## config.mk

```make
export PLATFORM = sky130hd
export DESIGN_NAME = epu_pass_sched
export DESIGN_NICKNAME = d
export VERILOG_FILES = /design/src/rtl/epu_pass_sched.sv
export SDC_FILE = /design/constraint.sdc
export NUM_CORES = 1
export LEC_CHECK = 0
export CELL_PAD_IN_SITES_DETAIL_PLACEMENT = 0
export CELL_PAD_IN_SITES_GLOBAL_PLACEMENT = 1
export CORE_ASPECT_RATIO = 1.2
export CORE_MARGIN = 2
export CORE_UTILIZATION = 38
export CTS_CLUSTER_SIZE = 10
export DETAILED_ROUTE_END_ITERATION = 16
export PLACE_DENSITY = 0.91
export SETUP_SLACK_MARGIN = 0.3
export SYNTH_ARGS = -nofsm -noshare
export SYNTH_HDL_FRONTEND = slang
export SYNTH_SLANG_ARGS = --single-unit
```

## constraint.sdc

```tcl
create_clock -name clk -period 2.9 [get_ports clk]
set_input_delay 0.58 -clock clk [delete_from_list [all_inputs] [get_ports clk]]
set_output_delay 0.58 -clock clk [all_outputs]
set_load 0.03 [all_outputs]
```

## src/rtl/epu_pass_sched.sv

```systemverilog
// ---------------------------------------------------------------------------
// epu_pass_sched
//
// Sequences the EPU encode datapath: for every 8x8 input block it runs three
// colour passes in the order Y (mode 1), Cb (mode 3), Cr (mode 2). Each pass
// issues a fixed burst of WORDS_PER_BLOCK reads to the input SRAM, then waits
// for the RLE stage to report end of block before moving on. After the Cr
// pass of the last block a one-cycle done pulse is produced.
//
// Ports:
//   clk, rst    clock, synchronous active-high reset
//   start       frame start pulse, honoured only in IDLE
//   abort       frame abort, highest priority, behaves like rst
//   blk_done    one-cycle end-of-block pulse from RLE
//   rd_stall    downstream cannot accept a word this cycle
//   rd_en       SRAM read strobe
//   rd_addr     SRAM word address
//   mode        current pass (1=Y, 3=Cb, 2=Cr, 0 when idle)
//   pass_start  pulse on the first issued read of each pass
//   blk_idx     current block index
//   last_pass   high during the Cr pass of the final block
//   busy        high in every state except IDLE
//   done        one-cycle frame-complete pulse
//   stall_cnt   stalled-read cycle counter
//   state_dbg   current FSM state, for checkers and debug visibility
//
// Build option: define EPU_PASS_SCHED_PERF_EN to enable the stall_cnt
// counter; otherwise stall_cnt is tied to zero.
//
// Read handshake: a word is transferred in exactly the cycles where rd_en=1.
// rd_en is only asserted in FETCH when rd_stall=0; while rd_stall=1 the
// address is held so the same word is presented again once the stall clears.
// ---------------------------------------------------------------------------
module epu_pass_sched #(
    parameter int BLOCK_NUM       = 64,
    parameter int WORDS_PER_BLOCK = 16,
    parameter int ADDR_W          = 12
) (
    input  logic              clk,
    input  logic              rst,
    input  logic              start,
    input  logic              abort,
    input  logic              blk_done,
    input  logic              rd_stall,
    output logic              rd_en,
    output logic [ADDR_W-1:0] rd_addr,
    output logic [1:0]        mode,
    output logic              pass_start,
    output logic [7:0]        blk_idx,
    output logic              last_pass,
    output logic              busy,
    output logic              done,
    output logic [15:0]       stall_cnt,
    output logic [2:0]        state_dbg
);

    localparam logic [2:0] S_IDLE  = 3'd0;
    localparam logic [2:0] S_FETCH = 3'd1;
    localparam logic [2:0] S_WAIT  = 3'd2;
    localparam logic [2:0] S_ADV   = 3'd3;
    localparam logic [2:0] S_DONE  = 3'd4;

    localparam logic [1:0] MODE_OFF = 2'd0;
    localparam logic [1:0] MODE_Y   = 2'd1;
    localparam logic [1:0] MODE_CB  = 2'd3;
    localparam logic [1:0] MODE_CR  = 2'd2;

    localparam logic [8:0]        LAST_WORD  = 9'(WORDS_PER_BLOCK - 1);
    localparam logic [7:0]        LAST_BLK   = 8'(BLOCK_NUM - 1);
    localparam logic [ADDR_W-1:0] BLK_STRIDE = ADDR_W'(WORDS_PER_BLOCK);

    logic [2:0]        state_q;
    logic [ADDR_W-1:0] base_q;
    logic [ADDR_W-1:0] addr_q;
    logic [8:0]        word_q;
    logic              pending_q;
    logic [1:0]        mode_q;
    logic [7:0]        blk_q;

    logic              rd_issue;
    logic              last_blk;
    logic [ADDR_W-1:0] next_base;

    assign rd_issue  = (state_q == S_FETCH) && !rd_stall;
    assign last_blk  = (blk_q == LAST_BLK);
    assign next_base = base_q + BLK_STRIDE;

    always_ff @(posedge clk) begin
        if (rst || abort) begin
            state_q   <= S_IDLE;
            base_q    <= '0;
            addr_q    <= '0;
            word_q    <= '0;
            pending_q <= 1'b0;
            mode_q    <= MODE_OFF;
            blk_q     <= '0;
        end else begin
            case (state_q)
                S_IDLE: begin
                    if (start) begin
                        state_q   <= S_FETCH;
                        base_q    <= '0;
                        addr_q    <= '0;
                        word_q    <= '0;
                        pending_q <= 1'b0;
                        mode_q    <= MODE_Y;
                        blk_q     <= '0;
                    end
                end
                S_FETCH: begin
                    // An early end-of-block is remembered; the burst still completes.
                    if (blk_done) pending_q <= 1'b1;
                    if (rd_issue) begin
                        if (word_q == LAST_WORD) begin
                            // Address stays on the last word for the WAIT phase.
                            state_q <= S_WAIT;
                        end else begin
                            word_q <= word_q + 9'd1;
                            addr_q <= addr_q + 1'b1;
                        end
                    end
                end
                S_WAIT: begin
                    if (blk_done || pending_q) begin
                        pending_q <= 1'b0;
                        state_q   <= S_ADV;
                    end
                end
                S_ADV: begin
                    if (mode_q == MODE_CR && last_blk) begin
                        state_q <= S_DONE;
                    end else begin
                        state_q <= S_FETCH;
                        word_q  <= '0;
                        case (mode_q)
                            MODE_Y: begin
                                mode_q <= MODE_CB;
                                addr_q <= base_q;
                            end
                            MODE_CB: begin
                                mode_q <= MODE_CR;
                                addr_q <= base_q;
                            end
                            default: begin
                                // Cr -> Y wraps onto the next block.
                                mode_q <= MODE_Y;
                                base_q <= next_base;
                                addr_q <= next_base;
                                blk_q  <= blk_q + 8'd1;
                            end
                        endcase
                    end
                end
                S_DONE: begin
                    state_q <= S_IDLE;
                    mode_q  <= MODE_OFF;
                end
                default: begin
                    state_q <= S_IDLE;
                end
            endcase
        end
    end

`ifdef EPU_PASS_SCHED_PERF_EN
    logic [15:0] stall_q;

    always_ff @(posedge clk) begin
        if (rst || abort) begin
            stall_q <= '0;
        end else if (state_q == S_IDLE && start) begin
            stall_q <= '0;
        end else if (state_q == S_FETCH && rd_stall && stall_q != 16'hFFFF) begin
            stall_q <= stall_q + 16'd1;
        end
    end

    assign stall_cnt = stall_q;
`else
    assign stall_cnt = '0;
`endif

    assign rd_en      = rd_issue;
    assign rd_addr    = addr_q;
    assign mode       = mode_q;
    assign pass_start = rd_issue && (word_q == 9'd0);
    assign blk_idx    = blk_q;
    assign last_pass  = (state_q == S_FETCH || state_q == S_WAIT || state_q == S_ADV)
                        && (mode_q == MODE_CR) && last_blk;
    assign busy       = (state_q != S_IDLE);
    assign done       = (state_q == S_DONE);
    assign state_dbg  = state_q;

endmodule

```

==> impl_metrics.csv, run 1 <==
group,metric,value,unit
clocking,cts_tree,"yes",
final_layout,drive_above_1_share,9.65,%
synth,synth_top_family_by_area,"simple AND/OR/NAND/NOR gates",
placement,place_congestion,0.854,
synth,synth_top_area_share,32.8,%
synth,synth_seq_cells,43,
sta,worst_pin_slew,0.589,ns
run_status,status,"finished, final reports clean",
pwr,power-per-cell-area,365,nW/um2
setup_path,critPathMaxStageDelay,0.50,ns
hold_path,hp_class,"reg -> reg",
synth,synth_sequential_area_ratio,32.8,%
final_layout,num-nets-final,383,
sta,post-route-period-util,86.3,%
hold_path,min_to,"base_q[11]",
sta,setup-tns-final,0,ns
global_routing,grt_max_degree,21,
floorplan,fp.dieW,79.9,um
setup_path,top_family_by_delay_on_critical_path,"simple AND/OR/NAND/NOR gates",
sta,skew,0.00739,ns
global_routing,grt_pass1_vias,2278,
routing,post-route-drc-count,0,
clocking,htreeDepth,2,
synth,synth.yosys.warnings,0,
setup_path,critical_path_class,"reg -> out",
placement,hpwl_after_dpl,4810,um
floorplan,top_level_ports,52,
setup_path,setup.worst_path.end_class,"output pin",
setup_path,setup.worst_path.start_class,"flip-flop",
sta,finalWorstPathRequiredPeriod,2.50,ns
synth,synth.top_cells.by_area,"dfxtp_1 (33%), a21oi_1 (5.5%), buf_4 (5.1%), nand2_1 (3.7%), o21ai_0 (3.6%)",
setup_path,rr_worst_depth,8,
routing,routed-via-count,2479,
hold_path,hold-path-cell-count,2,
routing,routed_wl,6520,um
sta,unrepaired_setup_endpoints_after_global_routing,"no",
placement,portBuffers,35,
setup_path,worstPathArrival,1.92,ns
setup_path,worstPathCellList,"or4b_4 > or3_1 > nor3_2 > buf_2",
clocking,clock-sinks,43,
clocking,tritoncts.num_buffers,5,
setup_path,largest_fanout_on_the_critical_path,5,
routing,detail-route-antenna-nets,0,
synth,ys_async_sr_fraction,0,%
pwr,vdd_drop_max,304,uV
floorplan,core_region_area,6770,um2
pwr,p_total,1.15,mW
synth,basic_gate_share_of_the_synthesized_area_counting_and_or_nand_and_nor_cells,27.9,%
routing,wire_per_inst,14.2,um
run,max_cap_violations,0,
setup_path,critical_path_buf_inv_count,1,
sta,report.final.hold_viol_count,0,
synth,mappedNetlistArea,2630,um2
clocking,clockRootBuffer,"clkbuf_8",
synth,synthAdderAreaFrac,2.38,%
synth,yosys_most_used_dff,"dfxtp_1",
setup_path,crit_cells,4,
floorplan,full_die_area,7590,um2
final_layout,antennaDiodeCount,0,
synth,synth.largest_area_cell,"dfxtp_1",
floorplan,floorplan.initialDensity,38.8,%
synth,synth.mux.area_fraction,1.91,%
clocking,cts-root-to-sink-buffers,2,
synth,synth-edff-count,0,
clocking,worst_setup_hold_path_clk_slew,0.08,ns
routing,first_pass_iters,4,
global_routing,globalRoute.totalOverflow,0,
global_routing,grt_pass1_wl,10700,um
floorplan,chipHeight,95.0,um
global_routing,global_route.usage.total,17.8,%
synth,post_synth_num_cell_types,54,
final_layout,area.growth.synth_to_final,20.0,%
routing,avgViaCountPerCell,5.39,
floorplan,core.rowCount,33,
synth,synthesis.instances,335,
synth,synth-xor-area-share,1.67,%
synth,share_of_the_synthesized_area_in_compound_gates_ao_oa_aoi_oai,22.6,%
sta,layout_setup_ws,0.399,ns
synth,syn_area_per_cell,7.84,um2
hold_path,min-delay-start,"base_q[11]",
clocking,clock_latency,0.31,ns
sta,maxSlewHeadroom,60.7,%
setup_path,setup.worst_path.start,"mode[1]",
global_routing,antenna_found_initial,0,
sta,drv_slew,0,
setup_path,critical_path.slowest_cell,"or4b_4",
setup_path,cp.required,2.32,ns
placement,pre_cts_ws,0.176,ns
clocking,cts_hold_repair.buffers,0,
final_layout,fill_cells,703,
setup_path,rrSetupSlack,0.64,ns
pwr,cellLeakagePower,1.01,nW
setup_path,regToRegEndpoint,"word_q[1]",
sta,max_freq,400,MHz
setup_path,rr_startpoint,"blk_idx[1]",
final_layout,fin_area,3150,um2
sta,setup_viol,0,
routing,drt-initial-drc-count,179,
placement,postPlaceCellArea,3050,um2
## cell type report
| type | count | area, um2 | area share, % |
|---|---|---|---|
| clock buffers | 8 | 100 | 3.18 |
| inverters | 16 | 60.1 | 1.91 |
| multi-input cells | 257 | 1570 | 49.8 |
| flip-flops and latches | 43 | 861 | 27.3 |
| well taps | 87 | 109 | 3.46 |
| repair buffers | 49 | 450 | 14.3 |
## state kept, by name, summed over array words and instances, names as in the netlist
| register | cells |
|---|---|
| pending_q | 1 |
| blk_idx | 8 |
| mode | 2 |
| word_q | 9 |
| base_q | 8 |
| rd_addr | 12 |
| state_dbg | 3 |
## kinds of logic after synthesis
family	count (synthesis)
AND/OR/NAND/NOR	134
AO/OA/AOI/OAI	92
buffers and inverters	50
flip-flops	43
adder cells (fa/ha/maj)	5
XOR/XNOR	5
multiplexers	5
other	1
## placed cells by master (no fill, tap or decap), types with 3 or more instances in the layout
cell             Yosys  layout
a211oi_1             6       6
o21ai_0             19      19
nor2b_1              4       4
nand2_1             26      26
and3_1               3       3
o22ai_1              3       3
and2_1               6       6
clkbuf_8             0       7
nand4b_1             3       3
xor2_1               3       3
nor3_1              10       9
o31ai_1              9       9
nor2_1              23      22
conb_1               1      16
or3_1                5       5
inv_1               16      16
nor4_1               4       4
nand2b_1             5       5
nand3_1             16      16
mux2i_1              5       5
dfxtp_1             43      43
o21a_1               5       5
a31oi_1              3       3
ha_1                 5       5
a21oi_1             29      29
buf_4               18      15
clkdlybuf4s50_1      0      32
nand4_1              5       5
nand3b_1             5       5
or4_1                7       7
a221oi_1             3       3
## per-stage QoR
| step | hold slack (ns) | util [%] | std cells |
|---|---|---|---|
| 5_1_grt | 0.496 | 46.5 | 460 |
| 4_1_cts | 0.470 | 46.4 | 459 |
| 3_5_place_dp | 0.459 | 45.0 | 451 |
| 3_3_place_gp | 0.456 | 45.0 | 451 |
| 6_report | 0.469 | 46.5 | 460 |
| 2_1_floorplan | 0.448 | - | 350 |
## worst register-to-register path: stages, from the launching register on
cell	delay, ns
dfxtp_1	0.39
ha_1	0.22
nand3_1	0.11
buf_4	0.17
nor4_1	0.49
o21a_1	0.34
o21ai_0	0.15
buf_4	0.19
o22ai_1	0.13
## synth_stat cells, drive strengths merged, types with 8 or more instances
library cell,instances
a21oi,29
buf,22
clkbuf,12
dfxtp,43
inv,16
nand2,27
nand3,16
nor2,23
nor3,10
o21ai,20
o31ai,9
or4,8
## how the worst max path moves through the flow
stage	end	slack [ns]
2_1_floorplan	pass_start	0.28
3_3_place_gp	word_q[3]	0.25
3_5_place_dp	word_q[8]	0.18
4_1_cts	rd_en	0.33
5_1_grt	last_pass	0.32
6_report	last_pass	0.40
## power by group
part | leakage [nW] | total [mW] | switching (mW) | internal [mW]
logic | 0.609 | 0.122 | 0.0874 | 0.0344
clock network | 0.0515 | 0.433 | 0.216 | 0.218
registers | 0.347 | 0.594 | 0.00229 | 0.592
total | 1.01 | 1.15 | 0.305 | 0.844
## repair_timing
action                                  in CTS  in global routing
pin swaps                                    0                  1
endpoints found under the setup margin       1                  2
resized for setup                            5                  1
gates cloned                                 0                  0
setup buffers                                0                  1
## metal layers
layer / track usage, % / routed length [um] / up-vias
li1: - / - / 1255
met1: 22.2 / 2910 / 1160
met2: 31.1 / 3270 / 56
met3: 3.50 / 241 / 8
met4: 5.37 / 89 / 0
met5: 0 / 0 / -
No activity file was read; power rests on OpenSTA's default activity.
==> inputs of run 2 (changes only) <==
==> config.mk (replaced) <==
export PLATFORM = sky130hd
export DESIGN_NAME = epu_pass_sched
export DESIGN_NICKNAME = d
export VERILOG_FILES = /design/src/rtl/epu_pass_sched.sv
export SDC_FILE = /design/constraint.sdc
export NUM_CORES = 1
export LEC_CHECK = 0
export CELL_PAD_IN_SITES_DETAIL_PLACEMENT = 1
export CELL_PAD_IN_SITES_GLOBAL_PLACEMENT = 2
export CORE_ASPECT_RATIO = 1.2
export CORE_MARGIN = 2
export CORE_UTILIZATION = 27
export CTS_CLUSTER_SIZE = 10
export DETAILED_ROUTE_END_ITERATION = 16
export PLACE_DENSITY = 0.88
export SETUP_SLACK_MARGIN = 0.3
export SYNTH_ARGS = -nofsm -noshare
export SYNTH_HDL_FRONTEND = slang
export SYNTH_SLANG_ARGS = --single-unit
==> constraint.sdc (replaced) <==
create_clock -name clk -period 2.19 [get_ports clk]
set_input_delay 0.438 -clock clk [delete_from_list [all_inputs] [get_ports clk]]
set_output_delay 0.438 -clock clk [all_outputs]
set_load 0.03 [all_outputs]
==> impl_metrics.csv, run 2 (synthesis results as in run 1) <==
group,metric,value,unit
floorplan,floorplan.initialDensity,27.6,%
final_layout,mostFrequentLayoutCell,"buf_4",
sta,setup_viol,9,
sta,report.final.hold_viol_count,0,
setup_path,regToRegEndpoint,"base_q[9]",
floorplan,full_die_area,10500,um2
routing,drt-initial-drc-count,85,
setup_path,rrSetupSlack,-0.03,ns
final_layout,area.sequential,883,um2
run,max_cap_violations,0,
clocking,clock_latency,0.29,ns
global_routing,grt_util_met1,20.2,%
setup_path,rr_startpoint,"blk_idx[6]",
clocking,worst_setup_hold_path_clk_slew,0.07,ns
global_routing,globalRoute.totalOverflow,0,
final_layout,fill_cells,1113,
global_routing,global_route.usage.total,16.1,%
placement,place_congestion,0.748,
setup_path,critical_path.slowest_cell,"or4b_4",
run_status,status,"finished with violations",
setup_path,largest_fanout_on_the_critical_path,3,
setup_path,critical_path_class,"reg -> out",
final_layout,num-nets-final,421,
placement,hpwl_after_dpl,5920,um
pwr,power-per-cell-area,463,nW/um2
routing,first_pass_iters,4,
clocking,cts_hold_repair.buffers,0,
floorplan,core.rowCount,39,
final_layout,mostFrequentLayoutCells,"buf_4 (36), dfxtp_1 (33), nand2_1 (23)",
final_layout,layout.core_utilization,40.9,%
pwr,cellLeakagePower,1.48,nW
global_routing,groute.layer.met2.usage,28.6,%
global_routing,grt_max_degree,19,
global_routing,busiest_layer,"met2",
routing,detail-route-antenna-nets,0,
floorplan,core_region_area,9520,um2
floorplan,fp.dieW,94.0,um
pwr,vdd_drop_max,258,uV
global_routing,use_met3,2.68,%
sta,max_freq,441,MHz
final_layout,area.growth.synth_to_final,48.1,%
placement,pre_cts_ws,-0.201,ns
setup_path,setup.worst_path.start_class,"flip-flop",
final_layout,antennaDiodeCount,0,
setup_path,setup.worst_path.start,"blk_idx[6]",
clocking,cts_tree,"yes",
setup_path,cp.required,1.75,ns
sta,unrepaired_setup_endpoints_after_global_routing,"yes",
routing,routed_wl,8800,um
global_routing,grt_pass1_wl,13700,um
clocking,cts-root-to-sink-buffers,2,
final_layout,largest_reg_flops,12,
floorplan,chipHeight,112,um
final_layout,drive_above_1_share,31.9,%
sta,drv_slew,0,
global_routing,antenna_found_initial,0,
final_layout,multi_input_gate_area_in_the_final_layout,1850,um2
sta,skew,0.00516,ns
hold_path,hp_class,"reg -> reg",
clocking,clock-sinks,43,
routing,avgViaCountPerCell,5.19,
floorplan,top_level_ports,52,
sta,layout_setup_ws,-0.0775,ns
placement,portBuffers,35,
clocking,htreeDepth,2,
sta,finalWorstPathRequiredPeriod,2.27,ns
hold_path,min-delay-start,"blk_idx[1]",
routing,post-route-drc-count,0,
run_status,violations_in_the_final_reports,"setup timing",
setup_path,rr_worst_depth,8,
sta,post-route-period-util,104,%
setup_path,worstPathArrival,1.83,ns
clocking,tritoncts.num_buffers,5,
setup_path,critPathMaxStageDelay,0.56,ns
routing,routed-via-count,2772,
global_routing,grt_pass1_vias,2738,
clocking,clockRootBuffer,"clkbuf_16",
routing,wire_per_inst,16.5,um
setup_path,setup.worst_path.end_class,"output pin",
setup_path,worstPathCellList,"or4b_4 > or3_4 > nor3_4 > buf_6",
setup_path,critical_path.endpoint,"last_pass",
[run 2: routing by layer]
metal / wire length (um) / vias to the layer above
li1: - / 1344
met2: 4680 / 44
met4: 132 / 0
met3: 218 / 12
met1: 3780 / 1372
met5: 0 / -
[run 2: critical path: cells and delay by family, from the launching register on]
family                 cells  cell delay, ns
AND/OR/NAND/NOR            3            1.07
flip-flops                 1            0.32
buffers and inverters      1            0.15
[run 2: through the flow]
step	setup TNS (ns)	area [um2]	cells	hold slack, ns	power [mW]
after floorplan	0	2780	350	0.448	0.949
after global placement	-2.00	3260	503	0.457	0.986
after detailed placement	-3.45	3260	503	0.481	0.990
after CTS	-0.0835	3660	523	0.493	1.78
after global routing	-1.12	3890	534	0.513	1.86
final	-0.265	3890	534	0.488	1.80
[run 2: layout make-up]
class / count / share of cell area [%]
multi-input combinational: 259 / 47.5
sequential: 43 / 22.7
timing repair buffer: 85 / 20.5
tap: 123 / 3.96
clock buffer: 7 / 3.67
inverter: 16 / 1.61
clock inverter: 1 / 0.129
[run 2: worst min-delay path by stage]
stage                       endpoint  slack, ns  cells after the start
after floorplan           base_q[11]       0.45                      2
after global placement    base_q[11]       0.46                      2
after detailed placement   word_q[8]       0.48                      2
after CTS                 blk_idx[0]       0.49                      1
after global routing      base_q[11]       0.51                      2
final                     blk_idx[1]       0.49                      2
[run 2: report_power, final]
group	total, mW	switching [mW]	internal, mW
combinational	0.234	0.148	0.0861
sequential	0.784	0.00352	0.781
clock	0.783	0.330	0.454
total	1.80	0.482	1.32
[run 2: repair_timing]
action                     4_1_cts  5_1_grt
resized for setup               55       47
cloned                           2        0
setup buffers                   10       11
setup endpoints to repair       50       53
pin swaps                       12       16
==> inputs of run 3 (changes only) <==
--- a/config.mk
+++ b/config.mk
@@ -5,6 +5,7 @@
 export SDC_FILE = /design/constraint.sdc
 export NUM_CORES = 1
 export LEC_CHECK = 0
+export CAP_MARGIN = 25
 export CELL_PAD_IN_SITES_DETAIL_PLACEMENT = 1
 export CELL_PAD_IN_SITES_GLOBAL_PLACEMENT = 2
 export CORE_ASPECT_RATIO = 1.2
==> results of run 3 <==
Final layout, timing and power as in run 2 (identical DEF).
